==> src/rtl/cdb_arbiter_if.sv <==
`default_nettype none
// ============================================================================
//  Module   : cdb_arbiter_if
//  Purpose  : Request / grant / broadcast bundle between the execution units
//             and the Common Data Bus arbiter.
//  Revision : 1.0  initial release
// ============================================================================
interface cdb_arbiter_if #(
  parameter int NUM_REQ = 4,
  parameter int TAG_W   = 6,
  parameter int DATA_W  = 32
);
  logic                      flush;
  logic                      rr_enable;
  logic [NUM_REQ-1:0]        req_valid;
  logic [NUM_REQ*TAG_W-1:0]  req_tag;
  logic [NUM_REQ*DATA_W-1:0] req_data;
  logic [NUM_REQ-1:0]        req_grant;
  logic                      cdb_valid;
  logic [TAG_W-1:0]          cdb_tag;
  logic [DATA_W-1:0]         cdb_data;
  logic                      starve_event;

  // Execution-unit / pipeline-control side
  modport master (
    output flush, rr_enable, req_valid, req_tag, req_data,
    input  req_grant, cdb_valid, cdb_tag, cdb_data, starve_event
  );

  // Arbiter side
  modport slave (
    input  flush, rr_enable, req_valid, req_tag, req_data,
    output req_grant, cdb_valid, cdb_tag, cdb_data, starve_event
  );
endinterface
`default_nettype wire

==> src/rtl/cdb_arbiter.sv <==
`default_nettype none
// ============================================================================
//  Module   : cdb_arbiter
//  Purpose  : Picks one completed execution-unit result per cycle and drives
//             a registered Common Data Bus broadcast. Round-robin or fixed
//             priority with a starvation override.
//  Revision : 1.0  initial release
// ============================================================================
module cdb_arbiter #(
  parameter int NUM_REQ      = 4,
  parameter int TAG_W        = 6,
  parameter int DATA_W       = 32,
  parameter int STARVE_LIMIT = 7
) (
  input  logic         clk,
  input  logic         reset,
  cdb_arbiter_if.slave bus
);

  localparam int PTR_W = (NUM_REQ > 1) ? $clog2(NUM_REQ) : 1;
  localparam int CNT_W = 4;
  localparam logic [CNT_W-1:0] C_LIMIT = CNT_W'(STARVE_LIMIT);
  localparam logic [PTR_W-1:0] C_LAST  = PTR_W'(NUM_REQ - 1);
  localparam logic [PTR_W:0]   C_NUM   = (PTR_W + 1)'(NUM_REQ);

  logic [PTR_W-1:0]  rr_ptr_q,       rr_ptr_d;
  logic [CNT_W-1:0]  starve_cnt_q [NUM_REQ];
  logic [CNT_W-1:0]  starve_cnt_d [NUM_REQ];
  logic              cdb_valid_q,    cdb_valid_d;
  logic [TAG_W-1:0]  cdb_tag_q,      cdb_tag_d;
  logic [DATA_W-1:0] cdb_data_q,     cdb_data_d;
  logic              starve_event_q, starve_event_d;

  logic              win_found;
  logic              win_forced;
  logic [PTR_W-1:0]  win_idx;
  logic [PTR_W:0]    scan_idx;
  logic [NUM_REQ-1:0] grant;

  // Winner selection: nothing while flushing or in reset; otherwise either a
  // wrapping search from rr_ptr, or starving-first then lowest-index.
  always_comb begin
    win_found  = 1'b0;
    win_forced = 1'b0;
    win_idx    = '0;
    scan_idx   = '0;
    if (!reset && !bus.flush) begin
      if (bus.rr_enable) begin
        for (int off = 0; off < NUM_REQ; off++) begin
          scan_idx = {1'b0, rr_ptr_q} + (PTR_W + 1)'(off);
          if (scan_idx >= C_NUM) begin
            scan_idx = scan_idx - C_NUM;
          end
          if (!win_found && bus.req_valid[scan_idx[PTR_W-1:0]]) begin
            win_found = 1'b1;
            win_idx   = scan_idx[PTR_W-1:0];
          end
        end
      end else begin
        for (int i = 0; i < NUM_REQ; i++) begin
          if (!win_found && bus.req_valid[i] && (starve_cnt_q[i] == C_LIMIT)) begin
            win_found  = 1'b1;
            win_forced = 1'b1;
            win_idx    = PTR_W'(i);
          end
        end
        for (int i = 0; i < NUM_REQ; i++) begin
          if (!win_found && bus.req_valid[i]) begin
            win_found = 1'b1;
            win_idx   = PTR_W'(i);
          end
        end
      end
    end
  end

  // One-hot grant decode of the winner index.
  always_comb begin
    grant = '0;
    for (int i = 0; i < NUM_REQ; i++) begin
      grant[i] = win_found && (win_idx == PTR_W'(i));
    end
  end

  assign bus.req_grant = grant;

  // Next-state: broadcast capture, pointer advance and starvation counters.
  // Counters track in both modes so a mode switch carries the history over.
  always_comb begin
    rr_ptr_d       = rr_ptr_q;
    cdb_valid_d    = win_found;
    cdb_tag_d      = cdb_tag_q;
    cdb_data_d     = cdb_data_q;
    starve_event_d = win_found && win_forced;
    if (win_found) begin
      rr_ptr_d   = (win_idx == C_LAST) ? '0 : win_idx + 1'b1;
      cdb_tag_d  = bus.req_tag[win_idx * TAG_W +: TAG_W];
      cdb_data_d = bus.req_data[win_idx * DATA_W +: DATA_W];
    end
    for (int i = 0; i < NUM_REQ; i++) begin
      starve_cnt_d[i] = starve_cnt_q[i];
      if (bus.flush || !bus.req_valid[i] || grant[i]) begin
        starve_cnt_d[i] = '0;
      end else if (starve_cnt_q[i] < C_LIMIT) begin
        starve_cnt_d[i] = starve_cnt_q[i] + 1'b1;
      end
    end
  end

  // State registers with synchronous reset.
  always_ff @(posedge clk) begin
    if (reset) begin
      rr_ptr_q       <= '0;
      cdb_valid_q    <= 1'b0;
      cdb_tag_q      <= '0;
      cdb_data_q     <= '0;
      starve_event_q <= 1'b0;
      for (int i = 0; i < NUM_REQ; i++) begin
        starve_cnt_q[i] <= '0;
      end
    end else begin
      rr_ptr_q       <= rr_ptr_d;
      cdb_valid_q    <= cdb_valid_d;
      cdb_tag_q      <= cdb_tag_d;
      cdb_data_q     <= cdb_data_d;
      starve_event_q <= starve_event_d;
      for (int i = 0; i < NUM_REQ; i++) begin
        starve_cnt_q[i] <= starve_cnt_d[i];
      end
    end
  end

  assign bus.cdb_valid    = cdb_valid_q;
  assign bus.cdb_tag      = cdb_tag_q;
  assign bus.cdb_data     = cdb_data_q;
  assign bus.starve_event = starve_event_q;

endmodule
`default_nettype wire

==> src/flat_wrapper.sv <==
// flat-port wrapper written by rule: the top's interface ports become plain ports
module cdb_arbiter_flat 
#(
  parameter int NUM_REQ      = 4,
  parameter int TAG_W        = 6,
  parameter int DATA_W       = 32,
  parameter int STARVE_LIMIT = 7
)
  (clk, reset, bus_flush, bus_rr_enable, bus_req_valid, bus_req_tag, bus_req_data, bus_req_grant, bus_cdb_valid, bus_cdb_tag, bus_cdb_data, bus_starve_event);
  cdb_arbiter_if #(.NUM_REQ(NUM_REQ), .TAG_W(TAG_W), .DATA_W(DATA_W)) bus_i ();
  input  logic clk;
  input  logic reset;
  input wire logic [$bits(bus_i.flush)-1:0] bus_flush;
  input wire logic [$bits(bus_i.rr_enable)-1:0] bus_rr_enable;
  input wire logic [$bits(bus_i.req_valid)-1:0] bus_req_valid;
  input wire logic [$bits(bus_i.req_tag)-1:0] bus_req_tag;
  input wire logic [$bits(bus_i.req_data)-1:0] bus_req_data;
  output wire logic [$bits(bus_i.req_grant)-1:0] bus_req_grant;
  output wire logic [$bits(bus_i.cdb_valid)-1:0] bus_cdb_valid;
  output wire logic [$bits(bus_i.cdb_tag)-1:0] bus_cdb_tag;
  output wire logic [$bits(bus_i.cdb_data)-1:0] bus_cdb_data;
  output wire logic [$bits(bus_i.starve_event)-1:0] bus_starve_event;
  assign bus_i.flush = bus_flush;
  assign bus_i.rr_enable = bus_rr_enable;
  assign bus_i.req_valid = bus_req_valid;
  assign bus_i.req_tag = bus_req_tag;
  assign bus_i.req_data = bus_req_data;
  assign bus_req_grant = bus_i.req_grant;
  assign bus_cdb_valid = bus_i.cdb_valid;
  assign bus_cdb_tag = bus_i.cdb_tag;
  assign bus_cdb_data = bus_i.cdb_data;
  assign bus_starve_event = bus_i.starve_event;
  cdb_arbiter #(.NUM_REQ(NUM_REQ), .TAG_W(TAG_W), .DATA_W(DATA_W), .STARVE_LIMIT(STARVE_LIMIT)) u_core (.clk(clk), .reset(reset), .bus(bus_i));
endmodule
==> config.mk <==
export PLATFORM = sky130hd
export DESIGN_NAME = cdb_arbiter_flat
export DESIGN_NICKNAME = d
export VERILOG_FILES = /design/src/rtl/cdb_arbiter_if.sv /design/src/rtl/cdb_arbiter.sv /design/src/flat_wrapper.sv
export SDC_FILE = /design/constraint.sdc
export NUM_CORES = 1
export LEC_CHECK = 0
export CAP_MARGIN = 20
export CORE_MARGIN = 1.5
export CORE_UTILIZATION = 41
export DETAILED_ROUTE_END_ITERATION = 16
export PLACE_DENSITY = 0.95
export RECOVER_POWER = 100
export SYNTH_ARGS = -nofsm -noshare
export SYNTH_HDL_FRONTEND = slang
export SYNTH_SLANG_ARGS = --single-unit
==> constraint.sdc <==
create_clock -name clk -period 4.7 [get_ports clk]
set_input_delay 1.175 -clock clk [delete_from_list [all_inputs] [get_ports clk]]
set_output_delay 1.175 -clock clk [all_outputs]
set_load 0.005 [all_outputs]
==> summary.md, run 1 <==
| Metric | Value |
|---|---|
| Mapped Area | roughly 3500 um^2 |
| Final hold viol count | 0 |
| Worst-Margin Slew | 0.707 ns |
| DRT iter0 DRCs | 63 |
| Crit path required time | ~3.5 ns |
| First-pass GRT wire length | about 15000 um |
| Number of global-route vias before repair | ~3200 |
| Sink Count | 58 |
| Gr usage total | 0.216 |
| Initial antenna violation count | 0 |
| Area of the multi-input gates | between 2000 and 2500 um^2 |
| Num rows | 33 |
| Finished layout cell area | 5860 um^2 |
| Share of cells above drive strength 1 | 0.218 |
| HP Class | reg -> reg |
| Largest net degree at the start of global routing | slightly above 40 |
| First-pass iteration count of the detailed router | 4 |
| Power Internal | around 1.1 mW |
| CP Cell Sequence | dlygate4sd2_1 -> or3b_1 -> a311oi_2 -> o2111ai_1 -> inv_2 -> ha_1 -> and2_1 -> clkdlybuf4s50_1 |
| Reg clk slew, reported paths | around 0.06 ns |
| CTS tree | done |
| H-tree lvl count | 3 |
| DP HPWL | around 8300 um |
| Cell types with the highest counts after synthesis | dfxtp_1, nor2b_1, mux2_2 |
| Hold-fix buffer count after cts | 0 |
| Root buf cell | clkbuf_8 |
| Horiz. Die Dim | ~95 um |
| Setup TNS | 0 ns |
| Number of antenna repair diodes | 0 |
| CTS Buffer Depth | 2 |
| I/O Pins | between 200 and 250 |
| Routed Antenna Nets | 0 |
| Leak | between 2 and 2.5 nW |
| Area post-placement | around 5600 um^2 |
| Final GP Congestion | about 0.82 |
| Port buffer count | just over 200 |
| Synth cell types | 38 |
| Slew HR | 0.529 |
| Layout Skew | approximately 0.0090 ns |
| Hold_ws | between 0.4 and 0.5 ns |
| P&R area growth vs syn | 67.6% |
| Vias per cell | around 5.2 |
| Clk Latency, worst-skew pair | ~0.32 ns |
| Final worst path period share | 0.966 |
| Final setup viols | 0 |
| Die area | roughly 9100 um^2 |
| Async SR Flop Fraction | 0 |
| Critical Path Start Type | input port |
| CP max-delay cell | clkdlybuf4s50_1 |
| DR vias | between 3000 and 4000 |
| Avg WL per Cell | between 15 and 20 um |
| Crit-path max FO | 8 |
| Switch share | 0.227 |
| P_sw | approximately 310 uW |
| Core area | about 8200 um^2 |
| Post-synth top area share | 0.332 |
| Gate Count Post-Synth | about 290 |
| Dominant cell type by area after synthesis | dfxtp_1 |
| Seq pwr share | 0.396 |
| Fill count | between 500 and 600 |
| Starting Density | 0.425 |
| Fmax | between 200 and 250 MHz |
| Final WL | 10300 um |
| Post-synthesis sequential area ratio | 0.332 |
| Comb power frac | 0.266 |
| Crit path time final | 4.54 ns |
| Seq cells post-synth | 58 |
| Crit-path max cell delay | ~0.50 ns |
| Dominant cells by area after synthesis | dfxtp_1, mux4_2, mux2_2, nor2b_1, ha_1 |
| Synth Area per Inst | around 12 um^2 |
| Syn nets | 456 |
| Critical Path End Type | output pin |
| TritonCTS Buffers | 9 |
| Max-cap violations | 0 |
| Pwr per Cell Area | 234 nW/um^2 |
| WS Path Type | in -> out |
| Outcome | finished clean |
| Top_reg_cell synth | dfxtp_1 |
| Fin. max-slew vios | 0 |
| Max VDD drop | about 0.18 mV |
| Post-synth EDFFs | 0 |
| Total grt overflow | 0 |
| RSZ-0062 raised after global routing | false |
| DR DRC count | 0 |
| Net count, final | between 600 and 700 |
| Die H | 95.3 um |
| FF-to-FF setup slack | approximately 1.4 ns |
| Clk pwr share | 0.338 |
| Register area | 1160 um^2 |
| Crit path DAT | between 3 and 4 ns |
| Most common cell in the netlist | dfxtp_1 |
| Yosys warns | 0 |
cells by family after synthesis:
group	Yosys count	share of synthesized area
DFF	58	0.332
adders and majority gates	8	0.0287
and+or+nand+nor	87	0.153
buffers and inverters	25	0.0419
AOI/OAI and AO/OA	25	0.0512
xor gates and xnor gates	4	0.0100
muxes	81	0.383
registers in the layout, summed over array words and instances (netlist names):
name                     flops
u_core.bus.cdb_tag           6
u_core.rr_ptr_q              2
u_core.bus.cdb_valid         1
u_core.bus.starve_event      1
u_core.starve_cnt_q         16
u_core.bus.cdb_data         32
critical path: cells and delay by family:
kind,cells,cell delay (ns)
adders and majority gates,1,0.17
buffers and inverters,3,0.96
AOI/OAI and AO/OA,2,0.53
and+or+nand+nor,2,0.54
final timing paths:
check / from / cells past startpoint / endpoint
hold reg to reg: u_core.starve_cnt_q[2][3]$_SDFFE_PP0N_ / 2 / u_core.starve_cnt_q[2][3]$_SDFFE_PP0N_
hold / removal: u_core.starve_cnt_q[2][3]$_SDFFE_PP0N_ / 2 / u_core.starve_cnt_q[2][3]$_SDFFE_PP0N_
setup / recovery: bus_req_valid[1] / 8 / bus_req_grant[3]
setup reg to reg: u_core.starve_cnt_q[0][0]$_SDFFE_PP0N_ / 9 / u_core.bus.cdb_data[25]$_SDFFE_PP0P_
layer usage:
| metal | wire length (um) | vias up | global-route usage | share of wire |
|---|---|---|---|---|
| li1 | - | 1497 | - | - |
| met1 | 3600 | 1493 | 0.215 | 0.35 |
| met2 | 5490 | 163 | 0.414 | 0.53 |
| met3 | 950 | 30 | 0.0606 | 0.092 |
| met4 | 292 | 0 | 0.0883 | 0.028 |
| met5 | 0 | - | 0 | 0 |
area by class of cell:
| class | instances | share of cell area |
|---|---|---|
| Sequential cell | 58 | 0.198 |
| Tap cell | 105 | 0.0224 |
| Inverter | 9 | 0.00577 |
| Clock inverter | 4 | 0.00855 |
| Multi-Input combinational cell | 205 | 0.374 |
| Timing Repair Buffer | 217 | 0.365 |
| Clock buffer | 12 | 0.0265 |
power groups by stage:
stage,Sequential (mW),Combinational [mW],Clock (mW)
global placement,0.552,0.368,0
detailed placement,0.553,0.380,0
floorplan,0.555,0.148,0
CTS,0.543,0.381,0.473
global route,0.545,0.389,0.498
finish,0.541,0.364,0.462
repair_timing:
item	CTS	global route
pin swaps	0	5
endpoints found under the setup margin	2	4
resized for setup	1	7
setup buffers	0	5
layout by cell type (no fill, tap or decap), drive strengths merged, types with 4 or more instances in the layout:
| cell | Yosys | final |
|---|---|---|
| a21oi | 14 | 14 |
| and2 | 5 | 5 |
| buf | 9 | 10 |
| clkbuf | 7 | 16 |
| clkdlybuf4s50 | 0 | 157 |
| dfxtp | 58 | 58 |
| dlygate4sd3 | 0 | 42 |
| ha | 8 | 8 |
| inv | 9 | 9 |
| mux2 | 38 | 38 |
| mux2i | 5 | 5 |
| mux4 | 38 | 38 |
| nand4b | 6 | 6 |
| nor2 | 17 | 17 |
| nor2b | 43 | 43 |
| xnor2 | 4 | 4 |
stage by stage:
step | utilization | total power [mW] | worst slack, ns | std cells
3_5_place_dp | 0.683 | 0.933 | -0.0268 | 589
6_report | 0.713 | 1.37 | 0.160 | 610
4_1_cts | 0.708 | 1.40 | 0.0131 | 605
3_3_place_gp | 0.683 | 0.920 | 0.0526 | 589
2_1_floorplan | - | 0.703 | 0.981 | 288
5_1_grt | 0.713 | 1.43 | 0.0583 | 610
(Power assumes the default switching activity.)
==> run 2, diff against run 1 <==
==> constraint.sdc (replaced) <==
create_clock -name clk -period 4.7 [get_ports clk]
set_input_delay 0.47 -clock clk [delete_from_list [all_inputs] [get_ports clk]]
set_output_delay 0.47 -clock clk [all_outputs]
set_load 0.005 [all_outputs]
==> run 2 against run 1 <==
  * Critical path type unchanged
  * Critical path depth is the same
  * Cell count shrank 1.6%
  * Largest cell class unchanged
  * Fmax grew 11%
  * Via count shrank 1.9%
  * Global-route usage grew 0.81 points
  * Highest routed layer unchanged
  * Design area shrank 1.7%
  * Non-clock buffer count shrank 10
  * Sequential share of layout area grew 0.34 points
==> summary.md, run 2 (synthesized netlist as in run 1, its figures left out) <==
| Metric | Value |
|---|---|
| Comb power frac | 0.263 (was 0.266) |
| Largest net degree at the start of global routing | 42 (was 41) |
| Most frequent cells in the layout | clkdlybuf4s50_1, dfxtp_1, nor2b_1, dlygate4sd3_1, mux2_2 (unchanged) |
| Root buf cell | clkbuf_8 (unchanged) |
| Max reg flops | 32 (unchanged) |
| CTS tree | done (unchanged) |
| Pwr per Cell Area | 237 nW/um^2 (was 234 nW/um^2) |
| Crit path DAT | 3.62 ns (was 3.37 ns) |
| Crit path time final | 4.09 ns (was 4.54 ns) |
| Fin. max-slew vios | 0 (unchanged) |
| Max-cap violations | 0 (unchanged) |
| Number of global-route vias before repair | 3334 (was 3242) |
| WS Path Type | in -> out (unchanged) |
| Core area | 8220 um^2 (unchanged) |
| DR DRC count | 0 (unchanged) |
| Reg clk slew, reported paths | 0.07 ns (was 0.06 ns) |
| Seq pwr share | 0.398 (was 0.396) |
| H-tree lvl count | 3 (unchanged) |
| Clk pwr share | 0.339 (was 0.338) |
| Fmax | 244 MHz (was 220 MHz) |
| Outcome | finished clean (unchanged) |
| Area post-placement | 5580 um^2 (was 5610 um^2) |
| Final worst path period share | 0.871 (was 0.966) |
| Final GP Congestion | 0.987 (was 0.821) |
| Die area | 9080 um^2 (unchanged) |
| Starting Density | 0.425 (unchanged) |
| Crit path required time | 4.23 ns (was 3.52 ns) |
| I/O Pins | 204 (unchanged) |
| DR vias | 3123 (was 3183) |
| Gr usage total | 0.224 (was 0.216) |
| Net count, final | 658 (was 668) |
| Critical Path Start Type | input port (unchanged) |
| Number of antenna repair diodes | 0 (unchanged) |
| Num rows | 33 (unchanged) |
| Final setup viols | 0 (unchanged) |
| Dpl ws | 0.957 ns (was -0.0268 ns) |
| Avg WL per Cell | 17.3 um (was 16.9 um) |
| Horiz. Die Dim | 95.3 um (unchanged) |
| Leak | 2.29 nW (was 2.37 nW) |
| Clk Latency, worst-skew pair | 0.31 ns (was 0.32 ns) |
| Total grt overflow | 0 (unchanged) |
| Sink Count | 58 (unchanged) |
| DP HPWL | 8430 um (was 8330 um) |
| Placed cells | 584 (was 589) |
| HP Class | reg -> reg (unchanged) |
| Worst-Margin Slew | 1.10 ns (was 0.707 ns) |
| TritonCTS Buffers | 9 (unchanged) |
| DRT iter0 DRCs | 88 (was 63) |
| Final hold viol count | 0 (unchanged) |
| Hold-fix buffer count after cts | 0 (unchanged) |
| Power Internal | 1.05 mW (was 1.06 mW) |
| Slew HR | 0.266 (was 0.529) |
| Post-CTS setup buffers | 0 (unchanged) |
| Max VDD drop | 0.131 mV (was 0.177 mV) |
| Layout Skew | 0.00858 ns (was 0.00904 ns) |
| Vias per cell | 5.21 (was 5.22) |
| Port buffer count | 203 (unchanged) |
| Die H | 95.3 um (unchanged) |
| Switch share | 0.229 (was 0.227) |
| Critical Path End Type | output pin (unchanged) |
| Crit-path max FO | 20 (was 8) |
| Initial antenna violation count | 0 (unchanged) |
| RSZ-0062 raised after global routing | false (unchanged) |
| Finished layout cell area | 5760 um^2 (was 5860 um^2) |
| Final worst slack | 0.607 ns (was 0.160 ns) |
| Setup TNS | 0 ns (unchanged) |
| Most common cell after layout, fill and taps aside | clkdlybuf4s50_1 (unchanged) |
| Final cell count without fillers | 600 (was 610) |
| P&R area growth vs syn | 64.8% (was 67.6%) |
| CTS Buffer Depth | 2 (unchanged) |
| Routed Antenna Nets | 0 (unchanged) |
| Final WL | 10400 um (was 10300 um) |
| Share of cells above drive strength 1 | 0.200 (was 0.218) |
| PostCTS Resize Cnt | 0 (was 1) |
| First-pass iteration count of the detailed router | 4 (unchanged) |
| First-pass GRT wire length | 15500 um (was 14900 um) |
| P_sw | 312 uW (was 311 uW) |
| FF-to-FF setup slack | 1.01 ns (was 1.42 ns) |
## run 2: metal layers
metal	share of wire	track usage	vias to the layer above
li1	-	-	1475
met2	0.56	0.443	143
met5	0	0	-
met3	0.085	0.0542	8
met1	0.34	0.231	1497
met4	0.0086	0.0597	0
## run 2: power groups by stage
stage,clock [mW],combinational [mW],sequential (mW)
5_1_grt,0.497,0.384,0.546
4_1_cts,0.474,0.377,0.544
2_1_floorplan,0,0.148,0.555
3_3_place_gp,0,0.364,0.553
6_report,0.463,0.359,0.542
3_5_place_dp,0,0.376,0.554
## run 2: worst paths after layout
kind                                          start                                endpoint  cells past startpoint
max reg2reg  u_core.starve_cnt_q[2][0]$_SDFFE_PP0N_    u_core.bus.cdb_data[14]$_SDFFE_PP0P_                      8
max                                bus_req_valid[0]                        bus_req_grant[2]                      8
min          u_core.starve_cnt_q[3][3]$_SDFFE_PP0N_  u_core.starve_cnt_q[3][3]$_SDFFE_PP0N_                      2
min reg2reg  u_core.starve_cnt_q[3][3]$_SDFFE_PP0N_  u_core.starve_cnt_q[3][3]$_SDFFE_PP0N_                      2
## run 2: through the flow
step / util / hold WS (ns) / power [mW]
final: 0.701 / 0.490 / 1.36
after global routing: 0.701 / 0.528 / 1.43
after CTS: 0.704 / 0.489 / 1.40
after detailed placement: 0.679 / 0.481 / 0.930
after global placement: 0.679 / 0.466 / 0.917
after floorplan: - / 0.453 / 0.703
## run 2: cell type report
cell class | instances | area, um^2
fillers | 581 | 2460
flip-flops and latches | 58 | 1160
clock inverters | 5 | 52.6
repair buffers | 207 | 2060
inverters | 9 | 33.8
clock buffers | 11 | 151
multi-input cells | 205 | 2170
well taps | 105 | 131
## run 2: critical path, stage by stage
cell and delay (ns):
dlygate4sd3_1 0.65, or3b_1 0.42, a311oi_2 0.29, o2111ai_1 0.20, inv_1 0.66, ha_1 0.29, and2_1 0.12, clkdlybuf4s50_1 0.52
